`src/rtl/instr_feeder.sv`:
```
// instr_feeder: holds a small program and feeds it word-by-word to a processor,
// issuing one instruction at a time and waiting for the processor's done strobe.
module instr_feeder #(
  parameter int TIMEOUT = 7
) (
  input  logic       clock,
  input  logic       reset,
  input  logic       load_en,
  input  logic [4:0] load_addr,
  input  logic [8:0] load_data,
  input  logic       start,
  input  logic       done,
  output logic       run,
  output logic [8:0] DIN,
  output logic [4:0] pc,
  output logic       busy,
  output logic       halted,
  output logic       err,
  output logic [7:0] instr_count
);

  localparam int CNT_W = $clog2(TIMEOUT + 1);

  localparam logic [2:0] S_IDLE  = 3'd0;
  localparam logic [2:0] S_ISSUE = 3'd1;
  localparam logic [2:0] S_IMM   = 3'd2;
  localparam logic [2:0] S_WAIT  = 3'd3;
  localparam logic [2:0] S_HALT  = 3'd4;

  localparam logic [2:0] OP_IMM  = 3'b001;
  localparam logic [2:0] OP_HALT = 3'b111;

  logic [8:0]       mem_q [32];
  logic [2:0]       state_q, state_d;
  logic [4:0]       pc_q, pc_d;
  logic             wrap_q, wrap_d;
  logic [CNT_W-1:0] cnt_q, cnt_d;
  logic [7:0]       count_q, count_d;
  logic             err_q, err_d;
  logic             mem_we;
  logic             count_inc;
  logic [8:0]       word;

  // Current word is an asynchronous read at the program counter.
  assign word = mem_q[pc_q];

  // Next-state, output and bookkeeping logic for the fetch/issue FSM.
  always_comb begin
    state_d   = state_q;
    pc_d      = pc_q;
    wrap_d    = wrap_q;
    cnt_d     = cnt_q;
    count_d   = count_q;
    err_d     = err_q;
    mem_we    = 1'b0;
    count_inc = 1'b0;
    run       = 1'b0;
    DIN       = '0;
    case (state_q)
      S_IDLE, S_HALT: begin
        // Program memory is only writable while nothing is executing.
        mem_we = load_en;
        if (start) begin
          pc_d    = '0;
          wrap_d  = 1'b0;
          count_d = '0;
          err_d   = 1'b0;
          state_d = S_ISSUE;
        end
      end
      S_ISSUE: begin
        if (wrap_q) begin
          // pc ran off the end of memory; never re-read address 0.
          err_d   = 1'b1;
          state_d = S_HALT;
        end else if (word[8:6] == OP_HALT) begin
          state_d = S_HALT;
        end else if ((word[8:6] == OP_IMM) && (pc_q == 5'd31)) begin
          // An immediate-carrying opcode in the last slot has no operand.
          err_d   = 1'b1;
          state_d = S_HALT;
        end else begin
          run              = 1'b1;
          DIN              = word;
          {wrap_d, pc_d}   = {1'b0, pc_q} + 6'd1;
          cnt_d            = '0;
          state_d          = (word[8:6] == OP_IMM) ? S_IMM : S_WAIT;
        end
      end
      S_IMM: begin
        DIN            = word;
        {wrap_d, pc_d} = {1'b0, pc_q} + 6'd1;
        cnt_d          = '0;
        if (done) begin
          count_inc = 1'b1;
          state_d   = S_ISSUE;
        end else begin
          state_d   = S_WAIT;
        end
      end
      S_WAIT: begin
        if (done) begin
          count_inc = 1'b1;
          state_d   = S_ISSUE;
        end else begin
          cnt_d = cnt_q + CNT_W'(1);
          if (cnt_d == CNT_W'(TIMEOUT)) begin
            err_d   = 1'b1;
            state_d = S_HALT;
          end
        end
      end
      default: begin
        state_d = S_IDLE;
      end
    endcase
    if (count_inc && (count_q != 8'hFF)) begin
      count_d = count_q + 8'd1;
    end
  end

  // Control state; reset wins over every other input.
  always_ff @(posedge clock) begin
    if (reset) begin
      state_q <= S_IDLE;
      pc_q    <= '0;
      wrap_q  <= 1'b0;
      cnt_q   <= '0;
      count_q <= '0;
      err_q   <= 1'b0;
    end else begin
      state_q <= state_d;
      pc_q    <= pc_d;
      wrap_q  <= wrap_d;
      cnt_q   <= cnt_d;
      count_q <= count_d;
      err_q   <= err_d;
    end
  end

  // Program memory is never cleared; a write coinciding with reset is dropped.
  always_ff @(posedge clock) begin
    if (!reset && mem_we) begin
      mem_q[load_addr] <= load_data;
    end
  end

  assign pc          = pc_q;
  assign busy        = (state_q == S_ISSUE) || (state_q == S_IMM) || (state_q == S_WAIT);
  assign halted      = (state_q == S_HALT);
  assign err         = err_q;
  assign instr_count = count_q;

endmodule

```
`config.mk`:
```
export PLATFORM = sky130hd
export DESIGN_NAME = instr_feeder
export DESIGN_NICKNAME = d
export VERILOG_FILES = /design/src/rtl/instr_feeder.sv
export SDC_FILE = /design/constraint.sdc
export NUM_CORES = 1
export LEC_CHECK = 0
export CORE_MARGIN = 3
export CORE_UTILIZATION = 50
export CTS_BUF_LIST = sky130_fd_sc_hd__clkbuf_4 sky130_fd_sc_hd__clkbuf_8
export DETAILED_ROUTE_END_ITERATION = 10
export HOLD_SLACK_MARGIN = 0.03
export PLACE_DENSITY = 0.63
export SYNTH_ARGS = -nofsm -noshare
export SYNTH_HDL_FRONTEND = slang
export SYNTH_SLANG_ARGS = --single-unit
```
`constraint.sdc`:
```
create_clock -name clock -period 3.6 [get_ports clock]
set_input_delay 0.72 -clock clock [delete_from_list [all_inputs] [get_ports clock]]
set_output_delay 0.72 -clock clock [all_outputs]
set_load 0.02 [all_outputs]
```
After elaboration in Yosys (flattened, before gate mapping)
Memories as Yosys holds them, arrays and structs flattened. A register that Yosys moved wholly into a read port is not among the register bits.
Index checks and enable logic that the tools add are counted.
- bits in registers: 21
- latch bits: 0
- memory bits (writable): 288
- bits in read-only memories: 0
- bits of input ports: 19
- output and inout port bits: 26
- word-level logic and storage cells: 96
- memories kept: 1
- memories (memory ; depth ; width ; rd ports ; clocked after Yosys merged registers in ; wr ports ; line ; RTL):
    mem_q ; 32 ; 9 ; 1 ; 1 ; 1 ; 33 ; logic [8:0] mem_q [32];
- $add $sub $neg: 3
- multipliers: 0
- div/mod/pow operators: 0
- magnitude comparators: 0
- equal/unequal tests: 18
- shift-type cells: 0
- mux-type cells: 48
- bitwise logic cells: 0
- reduce and logical (&&, ||, !) cells: 20
- operators by type and width (kind ; count):
    $mux W3 ; 10
    $mux W5 ; 6
    $mux W9 ; 3
    $mux W8 ; 3
    $mux W1 ; 19
    $pmux W9 S2 ; 1
    $pmux W5 S3 ; 1
    $ne A2 B2 Y1 const B ; 6
    $pmux W3 S4 ; 1
    $reduce_and A5 Y1 ; 2
    $eq A3 B3 Y1 const B ; 3
    $ne A3 B3 Y1 const B ; 3
    $pmux W3 S3 ; 1
    $reduce_bool A3 Y1 ; 3
    $add A8 B1 Y8 const B ; 1
    $ne A8 B8 Y1 const B ; 1
    $add A5 B1 Y6 const B ; 1
    $eq A3 B1 Y1 const B ; 2
    $eq A3 B2 Y1 const B ; 2
    $pmux W1 S3 ; 2
    $reduce_and A2 Y1 ; 3
    $reduce_and A6 Y1 ; 1
    $eq A5 B5 Y1 const B ; 1
    $reduce_bool A2 Y1 ; 2
    other kinds (7) ; 11

Logic depth before layout (Yosys ltp)
- word-level depth: 8
- mapped depth: 13

Worst setup path before layout
OpenSTA, ideal clock, no wires.
- path kind: register to output
- start: register with a tool-made name
- end: output port DIN[0]
- arrival: 2.431 ns
- data required time: 2.880 ns
- setup slack: 0.449 ns
- cell stages (with the launch flop): 8
- path buffers: 3
- cells stage by stage: dfxtp_1 > buf_2 > buf_2 > buf_2 > mux4_2 > mux4_2 > mux2i_1 > nor2_1
- RTL lines (element ; line ; RTL):
    end: declaration ; 14 ; output logic [8:0] DIN,

==> summary.md <==
| Metric | Value |
|---|---|
| Final hold slack | about 510 ps |
| Fmax achieved | ~270 MHz |
| Final instance area | 15820 um^2 |
| Post-synthesis sequential area ratio | 71.66% |
| Actual slew at the worst max-slew pin | 1251 ps |
| Drt pass-1 iters | 5 |
| Via count | 7187 |
| Antenna cells | 0 |
| CTS Sinks | 314 |
| Top_reg_cell synth | edfxtp_1 |
| FP Rows | 57 |
| Hold Crit Start | instr_count[0] |
| Synth warn | 0 |
| Clock Pin Slew Worst Setup and Hold Paths | 50 ps |
| Largest net degree at the start of global routing | 33 |
| Max-cap violation count | 0 |
| CTS buffer count | 51 |
| Final WL | 29090 um |
| Share of cells above drive strength 1 | 35.18% |
| Most common cell after layout, fill and taps aside | edfxtp_1 |
| Top Layer Used | met4 |
| Worst Hold Depth | 2 |
| Worst slack, placed | -77.02 ps |
| Synth-to-Final Area Change | 23.62% |
| RD Place Congestion | 0.8241 |
| Final min period | 3738 ps |
| Met3 WL | 1954 um |
| Post-route DRC | 0 |
| Die area | 27540 um^2 |
| Reg2reg setup slack | 600 ps |
| Failing checks | setup timing |
| Filler cell count | 1729 |
| Placement Cell Area | about 14000 um^2 |
| Post-synth EDFFs | around 290 |
| CP Data Arrival Time | 3020 ps |
| Crit share post-route | 103.8% |
| Peak VDD IR | 402.7 uV |
| PwrDens | between 600 and 700 nW/um^2 |
| Avg Cell Area, Syn | 18.00 um^2 |
| Initial antenna violation count | 0 |
| Grt ovf | 0 |
| Routed Antenna Nets | 0 |
| I/O Pins | 45 |
| Hold Crit Class | reg2reg |
| Largest cells by area after synthesis | edfxtp_1, mux4_2, dfxtp_1 |
| Htree depth | 2 |
| Via/cell ratio | 5.773 |
| Area leader, netlist | edfxtp_1 |
| Setup-failing EPs final | 10 |
| First-pass GRT wire length | 44750 um |
| Netlist cell types | 55 |
| Crit Path Class | reg2out |
| Total power draw | 9.783 mW |
| Fin. Hold Viols | 0 |
| Commonest cells after routing, fill and taps aside | edfxtp_1, buf_4, mux4_2 |
| Hold EP | instr_count[0] |
| Clock Latency Late Sink | 570 ps |
| Syn Nets | roughly 740 |
| Rel. slew slack | between 10% and 20% |
| Final setup margin | -138.1 ps |
| Final Net Count | 904 |
| Outcome | finished with violations |
| CP required | around 2900 ps |
| RSZ-0062 raised after global routing | yes |
| Initial core utilization | between 50% and 60% |
| Met1 wire length | approximately 12000 um |
| CP Capture Type | output port |
| TritonCTS clock tree | yes |
| Post-Syn Instances | 711 |
| Detailed placement HPWL | 18860 um |
| Setup crit start kind | flip-flop |
| Setup Total Neg Slack | -1145 ps |
| CTS max path bufs | 3 |
| Root buffer cell | clkbuf_8 |
| GRT Overall Usage | 21.05% |
| Synth top area share | 67.59% |
| WL met2 | 14190 um |
| Max FO, Critical Path | 6 |
| Max Transition Viols Final | 0 |
| Die width | 166.0 um |
| Die Y | approximately 170 um |
| IO Port Bufs | 44 |
| Vias in the first global route | 7604 |
| Starting DRT DRC Count | 642 |
| Fraction of registers with async set/reset | 0% |
| Synthesized flop and latch total | 314 |
| LEAKAGE | 5.202 nW |
| Syn Std Cell Area | 12790 um^2 |
| Worst Clk Skew | approximately 15 ps |
| Reg2reg path depth | 14 |
| Core Region | 24750 um^2 |
| Per-cell routed wire length | approximately 23 um |
synth_stat cells (3+ instances only):
| cell type | n |
|---|---|
| a211oi_1 | 5 |
| a21oi_1 | 12 |
| a22oi_1 | 14 |
| and3_1 | 6 |
| buf_1 | 4 |
| buf_2 | 9 |
| buf_4 | 3 |
| buf_6 | 4 |
| clkbuf_1 | 12 |
| dfxtp_1 | 26 |
| edfxtp_1 | 288 |
| ha_1 | 5 |
| inv_1 | 10 |
| mux2i_1 | 40 |
| mux4_2 | 65 |
| nand2_1 | 25 |
| nand2b_1 | 11 |
| nand3_1 | 13 |
| nand3b_1 | 7 |
| nand4b_1 | 4 |
| nor2_1 | 70 |
| nor2b_1 | 8 |
| nor3_1 | 3 |
| nor3b_1 | 7 |
| o21ai_0 | 12 |
| o22a_1 | 3 |
| o41ai_2 | 3 |
| or3_1 | 3 |
| xor2_1 | 3 |
registers in the layout (all words and copies together), names as in the netlist, named ones only:
signal and cells:
cnt_q 3, pc 5, state_q 3, err 1, instr_count 8, mem_q 288, wrap_q 1
cell type report:
type | count | area (um^2) | area share, %
clock buffer | 75 | 919.6 | 5.814
clock inverter | 19 | 176.4 | 1.115
inverter | 10 | 37.54 | 0.2373
multi-input combinational | 353 | 3643 | 23.04
sequential | 314 | 9179 | 58.03
tap | 324 | 405.4 | 2.563
timing repair buffer | 150 | 1455 | 9.200
per-stage QoR:
stage	instances	util [%]
6_report	1245	63.91
5_1_grt	1245	63.91
4_1_cts	1226	62.66
3_5_place_dp	1122	56.88
3_3_place_gp	1122	56.88
2_1_floorplan	711	-
critical path: stages (launching register included):
cell and delay, ps:
dfxtp_4 410, buf_6 150, mux4_2 490, mux2_4 290, nand2_2 60, and4_4 260
nor3_4 70, a2bb2oi_4 190, a21oi_4 110, buf_6 180, nor2_4 100, buf_6 120
worst max path at each step:
stage          endpoint  slack [ps]  cells past startpoint
2_1_floorplan    DIN[0]         450                      7
3_3_place_gp     DIN[1]         -40                     10
3_5_place_dp     DIN[0]         -80                     11
4_1_cts          DIN[4]         -80                     10
5_1_grt          DIN[5]        -240                     12
6_report         DIN[0]        -140                     11
metal layers:
metal  vias up  GRT usage [%]
met2       247          33.52
met1      3700          29.97
met4         0          6.582
met3        42          3.975
li1       3198              -
met5         -              0
what timing repair did:
item / CTS / global route
buffers inserted: 7 / 19
pin swaps: 12 / 18
hold buffers: 0 / 0
gates resized for setup: 97 / 34
hold endpoints to repair: 0 / 0
setup endpoints to repair: 10 / 10
cloned: 3 / 1
logic make-up (layout without fill, tap and decap cells):
family	after synthesis	in the layout	synth area share [%]
flops	314	314	71.66
buf+inv	44	254	1.956
xor+xnor	3	3	0.2054
simple gates	165	165	6.386
mux	107	107	14.75
fa+ha+maj	5	5	0.4889
compound gates	73	73	4.557
where the power goes:
group | switching [mW] | leakage, nW | internal (mW)
logic | 1.15 | 1.82 | 1.29
clock network | 1.37 | 0.582 | 1.86
registers | 0.0779 | 2.80 | 4.04
total | 2.59 | 5.20 | 7.19
Note: power is estimated with default switching activity, not from simulation.
